File: config.mk
export PLATFORM = sky130hd
export DESIGN_NAME = emmc_bist_seq
export DESIGN_NICKNAME = d
export VERILOG_FILES = /design/src/rtl/emmc_bist_seq_pkg.sv /design/src/rtl/prbs16.sv /design/src/rtl/emmc_bist_seq.sv
export SDC_FILE = /design/constraint.sdc
export NUM_CORES = 1
export LEC_CHECK = 0
export ABC_AREA = 1
export ABC_CLOCK_PERIOD_IN_PS = 5900
export BUFFER_PORTS_ARGS = -buffer_cell sky130_fd_sc_hd__buf_4
export CELL_PAD_IN_SITES_DETAIL_PLACEMENT = 1
export CELL_PAD_IN_SITES_GLOBAL_PLACEMENT = 2
export CORE_ASPECT_RATIO = 1.1
export CORE_MARGIN = 2
export CORE_UTILIZATION = 39
export CTS_CLUSTER_SIZE = 20
export DETAILED_ROUTE_END_ITERATION = 8
export GPL_TIMING_DRIVEN = 0
export PLACE_DENSITY = 0.9
export SLEW_MARGIN = 25
export SYNTH_ARGS = -nofsm -noshare
export SYNTH_HDL_FRONTEND = slang
export SYNTH_SLANG_ARGS = --single-unit
File: constraint.sdc
create_clock -name clk_i -period 5.9 [get_ports clk_i]
set_input_delay 1.18 -clock clk_i [delete_from_list [all_inputs] [get_ports clk_i]]
set_output_delay 1.18 -clock clk_i [all_outputs]
set_load 0.02 [all_outputs]
File: src/rtl/emmc_bist_seq_pkg.sv
// Shared types and constants for the eMMC BIST sequencer: FSM states and the PRBS16 definition.
package emmc_bist_p;

  typedef enum logic [2:0] {
    StIdle,
    StWrStart,
    StWrData,
    StWrWait,
    StRdStart,
    StRdData,
    StRdWait,
    StFin
  } state_e;

  // x^16+x^14+x^13+x^11+1 in right-shift Fibonacci form: feedback from bits 0, 2, 3 and 5.
  localparam logic [15:0] Prbs16Taps  = 16'h002D;
  localparam logic [15:0] DefaultSeed = 16'hACE1;

endpackage

File: src/rtl/prbs16.sv
// PRBS16 Fibonacci LFSR with synchronous load and advance; bit_o is the current bit 0.
module prbs16
  import emmc_bist_p::*;
#(
  parameter logic [15:0] SEED = DefaultSeed
) (
  input  logic clk_i,
  input  logic arst_i,
  input  logic load_i,
  input  logic adv_i,
  output logic bit_o
);

  logic [15:0] lfsr_q, lfsr_d;

  always_comb begin
    lfsr_d = lfsr_q;
    if (load_i) begin
      lfsr_d = SEED;
    end else if (adv_i) begin
      lfsr_d = {^(lfsr_q & Prbs16Taps), lfsr_q[15:1]};
    end
  end

  always_ff @(posedge clk_i or posedge arst_i) begin
    if (arst_i) begin
      lfsr_q <= SEED;
    end else begin
      lfsr_q <= lfsr_d;
    end
  end

  assign bit_o = lfsr_q[0];

endmodule

File: src/rtl/emmc_bist_seq.sv
// eMMC BIST sequencer: writes a PRBS16 pattern, reads it back and checks it, with a watchdog.
// Optional mismatch counter port err_cnt_o is built when EMMC_BIST_ERR_CNT_EN is defined.
module emmc_bist_seq
  import emmc_bist_p::*;
#(
  parameter int unsigned BLK_CNT  = 2,
  parameter int unsigned BLK_BITS = 4096,
  parameter logic [15:0] SEED     = DefaultSeed,
  parameter int unsigned TIMEOUT  = 1048576
) (
  input  logic        clk_i,
  input  logic        arst_i,
  input  logic        go_i,
  output logic        we_o,
  output logic        start_o,
  output logic [15:0] blk_cnt_o,
  output logic        dat_o,
  input  logic        dat_i,
  input  logic        dvalid_i,
  input  logic        ready_i,
  output logic        busy_o,
  output logic        done_o,
  output logic        pass_o,
`ifdef EMMC_BIST_ERR_CNT_EN
  output logic        timeout_o,
  output logic [15:0] err_cnt_o
`else
  output logic        timeout_o
`endif
);

  localparam int unsigned TotalBits = BLK_CNT * BLK_BITS;
  localparam int unsigned BitW      = $clog2(TotalBits + 1);
  localparam int unsigned WdW       = $clog2(TIMEOUT + 1);

  state_e           state_q, state_d, state_nom;
  logic [BitW-1:0]  bit_cnt_q, bit_cnt_d;
  logic [WdW-1:0]   wd_q, wd_d;
  logic             mis_q, mis_d;
  logic             pass_q, pass_d;
  logic             to_q, to_d;
  logic             strobe, last_bit, progress, wd_expire, prbs_load, prbs_bit, go_idle;

  prbs16 #(
    .SEED (SEED)
  ) u_prbs (
    .clk_i  (clk_i),
    .arst_i (arst_i),
    .load_i (prbs_load),
    .adv_i  (strobe),
    .bit_o  (prbs_bit)
  );

  assign last_bit = (bit_cnt_q == BitW'(TotalBits - 1));
  assign go_idle  = (state_q == StIdle) && go_i;

  always_comb begin
    state_nom = state_q;
    start_o   = 1'b0;
    strobe    = 1'b0;
    unique case (state_q)
      StIdle:    if (go_i) state_nom = StWrStart;
      StWrStart: if (ready_i) begin
        start_o   = 1'b1;
        state_nom = StWrData;
      end
      StWrData:  if (dvalid_i) begin
        strobe = 1'b1;
        if (last_bit) state_nom = StWrWait;
      end
      StWrWait:  if (ready_i) state_nom = StRdStart;
      StRdStart: if (ready_i) begin
        start_o   = 1'b1;
        state_nom = StRdData;
      end
      StRdData:  if (dvalid_i) begin
        strobe = 1'b1;
        if (last_bit) state_nom = StRdWait;
      end
      StRdWait:  if (ready_i) state_nom = StFin;
      StFin:     state_nom = StIdle;
      default:   state_nom = StIdle;
    endcase

    // Watchdog is judged against the nominal next state so it never feeds back on itself.
    progress  = strobe || (state_nom != state_q);
    wd_expire = (state_q != StIdle) && !progress && (wd_q == WdW'(TIMEOUT - 1));
    state_d   = wd_expire ? StFin : state_nom;

    if (state_d == StIdle) begin
      wd_d = '0;
    end else if (progress) begin
      wd_d = WdW'(1);
    end else begin
      wd_d = wd_q + WdW'(1);
    end

    if (strobe) begin
      bit_cnt_d = last_bit ? '0 : bit_cnt_q + BitW'(1);
    end else if (state_q == StWrData || state_q == StRdData) begin
      bit_cnt_d = bit_cnt_q;
    end else begin
      bit_cnt_d = '0;
    end

    prbs_load = (state_d == StWrStart || state_d == StRdStart) && (state_d != state_q);

    mis_d = mis_q;
    if (go_idle) begin
      mis_d = 1'b0;
    end else if (state_q == StRdData && dvalid_i && (dat_i != prbs_bit)) begin
      mis_d = 1'b1;
    end

    to_d   = to_q;
    pass_d = pass_q;
    if (go_idle) to_d = 1'b0;
    if (wd_expire) begin
      to_d   = 1'b1;
      pass_d = 1'b0;
    end
    if (state_q == StFin) pass_d = !mis_q && !to_q;
  end

  always_ff @(posedge clk_i or posedge arst_i) begin
    if (arst_i) begin
      state_q   <= StIdle;
      bit_cnt_q <= '0;
      wd_q      <= '0;
      mis_q     <= 1'b0;
      pass_q    <= 1'b0;
      to_q      <= 1'b0;
    end else begin
      state_q   <= state_d;
      bit_cnt_q <= bit_cnt_d;
      wd_q      <= wd_d;
      mis_q     <= mis_d;
      pass_q    <= pass_d;
      to_q      <= to_d;
    end
  end

`ifdef EMMC_BIST_ERR_CNT_EN
  logic [15:0] err_cnt_q, err_cnt_d;

  always_comb begin
    err_cnt_d = err_cnt_q;
    if (go_idle) begin
      err_cnt_d = '0;
    end else if (state_q == StRdData && dvalid_i && (dat_i != prbs_bit) &&
                 (err_cnt_q != 16'hFFFF)) begin
      err_cnt_d = err_cnt_q + 16'd1;
    end
  end

  always_ff @(posedge clk_i or posedge arst_i) begin
    if (arst_i) begin
      err_cnt_q <= '0;
    end else begin
      err_cnt_q <= err_cnt_d;
    end
  end

  assign err_cnt_o = err_cnt_q;
`endif

  assign we_o      = (state_q == StWrStart) || (state_q == StWrData) || (state_q == StWrWait);
  assign busy_o    = (state_q != StIdle);
  assign done_o    = (state_q == StFin);
  assign pass_o    = pass_q;
  assign timeout_o = to_q;
  assign dat_o     = prbs_bit;
  assign blk_cnt_o = 16'(BLK_CNT);

endmodule

==> results.json <==
{
  "ys_top_cells_by_count": "67 x nand2_1, 53 x nor2_1, 49 x dfrtp_1",
  "internal_power_uw": 899.2,
  "clockBufferDepth": 2,
  "synth-edff-count": 0,
  "relSlewSlack": 0.6465,
  "overflow": 0,
  "cts_buffers": 9,
  "syn_inst": 363,
  "finalHoldViolations": 0,
  "fin_worst_skew_ns": 0.007111,
  "final.fill_count": 995,
  "wl_mm": 6.826,
  "syn_to_final_growth_pct": 16.71,
  "clk_pin_slew_ns": 0.07,
  "finalCriticalPeriod_ns": 2.977,
  "yosys_register_bits": 57,
  "synth_area_leaders": "dfrtp_1 40%, nand2_1 8.1%, dfstp_2 6.8%, nor2_1 6.4%, xor2_1 4.8%",
  "switchingPower_uw": 614.8,
  "cts-root-buf": "clkbuf_8",
  "yosysTopAreaCellShare": 0.3956,
  "die_area_um2": 8677,
  "fin_crit_sh": 0.5046,
  "io_buffers": 12,
  "cts_setup_buffers": 0,
  "seq_power_share": 0.341,
  "place_hpwl_mm": 5.000,
  "async_reset_ff_frac": 1.000,
  "hold_class": "reg -> reg",
  "cts_tree": "yes",
  "drtIter0Drc": 57,
  "power_frac_comb": 0.395,
  "reg2regPathDepth": 12,
  "rr_startpoint": "state_q[0]$_DFF_PP0_",
  "ant_nets": 0,
  "rsz0062_at_grt": "false",
  "grt_use_total": 0.1752,
  "nNetsFinal": 409,
  "cts-htree-levels": 3,
  "worst_setup_path_start_kind": "input pin",
  "drcViolationCount": 0,
  "syn_avg_cell_area_um2": 8.538,
  "syn_area_um2": 3099,
  "setup_viol": 0,
  "grt_pass1_wl_mm": 11.85,
  "start_util": 0.3959,
  "die_h_um": 97.50,
  "reg2reg_to": "u_prbs.lfsr_q[10]$_DFFE_PP1P_",
  "synth_warnings": 0,
  "critPathMaxFanout": 2,
  "holdWs_ns": 0.4885,
  "detail_route.wl_per_cell_um": 13.28,
  "dr.pass1.iters": 4,
  "crit_required_ns": 4.72,
  "clkPwrFrac": 0.264,
  "place_ws_ns": 2.936,
  "post_cts_resized": 0,
  "end_kind": "output pin",
  "pin_count": 29,
  "core_um2": 7828,
  "die_x_um": 89.00,
  "yosysSeqAreaShare": 0.4635,
  "r2r_setup_slack_ns": 3.50,
  "std_cell_rows": 34,
  "slew_viol_final": 0,
  "p_sw_frac": 0.4061,
  "vias": 2387,
  "tns_ns": 0,
  "worstSkewPairLatency_ns": 0.35,
  "cts-hold-fix-buffers": 0,
  "critPathKind": "in -> out",
  "gp_congestion": 0.7754,
  "first_global_vias": 2600,
  "worstHoldPathCells": 1,
  "antenna_found_initial": 0,
  "fmax_ghz": 0.3359,
  "layout_setup_ws_ns": 2.923,
  "finalPower_uw": 1514,
  "drive_above_1_share": 0.1749,
  "p_leak_uw": 0.001589,
  "post_synth_num_cell_types": 36,
  "hold_start": "mis_q$_DFFE_PP0P_",
  "vias_per_cell": 4.644,
  "dp.cells": 498,
  "synth_top_area_cell": "dfrtp_1",
  "hold-path-endpoint": "pass_o$_DFFE_PP0P_",
  "diodes": 0,
  "maxCapViolations": 0,
  "synthMostInstantiatedCell": "nand2_1",
  "cp.arrival_ns": 1.80,
  "grt_max_degree": 44,
  "clock-sinks": 57,
  "stdcell_count": 514,
  "powerDensity_nw_per_um2": 418.5,
  "ys.flop_type": "dfrtp_1",
  "status": "completed",
  "max-vdd-ir-drop_mv": 0.1917,
  "tightestPinTransition_ns": 0.5283
}
[per-stage QoR]
step             util  instance area (um2)
6_report       0.4621                 3617
2_1_floorplan       -                 3152
5_1_grt        0.4621                 3617
3_5_place_dp   0.4353                 3407
3_3_place_gp   0.4314                 3377
4_1_cts        0.4621                 3617
[critical path: stages]
cell and delay (ns):
buf_4 0.10, nand3_1 0.10, o22ai_1 0.24, buf_4 0.19
[final cells by class]
cell class / instances / area [um2] / area share
well taps: 108 / 135.1 / 0.03736
multi-input cells: 261 / 1431 / 0.3957
inverters: 38 / 145.1 / 0.04012
clock inverters: 6 / 82.58 / 0.02283
repair buffers: 13 / 117.6 / 0.03251
flip-flops and latches: 57 / 1436 / 0.3971
plain buffers: 21 / 141.4 / 0.03909
clock buffers: 10 / 127.6 / 0.03528
[cell usage in the layout (no fill, tap or decap), types with 2 or more instances in the layout]
cell type / n
nand2_1: 67
nor2_1: 53
dfrtp_1: 49
inv_1: 34
buf_4: 28
a21oi_1: 18
xor2_1: 17
conb_1: 16
nand3_1: 14
o21ai_0: 13
nand4_1: 10
xnor2_1: 10
mux2i_1: 9
clkbuf_8: 9
dfstp_2: 8
o22ai_1: 7
nor3_1: 4
clkbuf_1: 4
inv_2: 3
nor2_4: 3
clkinv_2: 3
nor2_8: 2
nor2_2: 2
buf_2: 2
o32ai_1: 2
ha_1: 2
bufinv_16: 2
[state kept, by name, summed over array words and instances (netlist names)]
register / flops
wd_q: 21
u_prbs.lfsr_q: 16
bit_cnt_q: 14
state_q: 3
mis_q: 1
pass_o: 1
timeout_o: 1
[power groups by stage]
stage               registers [uW]  logic [uW]  clock network, uW
finish                         517         598                399
global route                   527         676                427
CTS                            518         615                411
detailed placement             525         607                  0
global placement               522         591                  0
floorplan                      517         446                  0
[cell families (layout without fill, tap and decap cells)]
kind of cell | after synthesis | after routing | synth area share
DFF | 57 | 57 | 0.4635
buffers and inverters | 59 | 88 | 0.09165
xor gates and xnor gates | 27 | 27 | 0.07630
and+or+nand+nor | 161 | 161 | 0.2422
other | 2 | 16 | 0.002423
AOI/OAI and AO/OA | 46 | 46 | 0.08680
muxes | 9 | 9 | 0.02907
adders and majority gates | 2 | 2 | 0.008073
[worst max path at each step]
| stage | slack (ns) | from | depth (start not counted) | to |
|---|---|---|---|---|
| 2_1_floorplan | 3.09 | ready_i | 2 | start_o |
| 3_3_place_gp | 2.50 | arst_i | 2 | bit_cnt_q[5]$_DFFE_PP0P_ |
| 3_5_place_dp | 2.94 | ready_i | 4 | start_o |
| 4_1_cts | 2.93 | ready_i | 4 | start_o |
| 5_1_grt | 2.89 | ready_i | 4 | start_o |
| 6_report | 2.92 | ready_i | 4 | start_o |
[routing by layer]
layer	vias up	share of wire	global-route usage
met2	18	0.52	0.2956
met3	11	0.024	0.03738
met1	1137	0.44	0.2173
met4	0	0.016	0.06200
li1	1221	-	-
met5	-	0	0
Power figures use the tool's default switching activity.
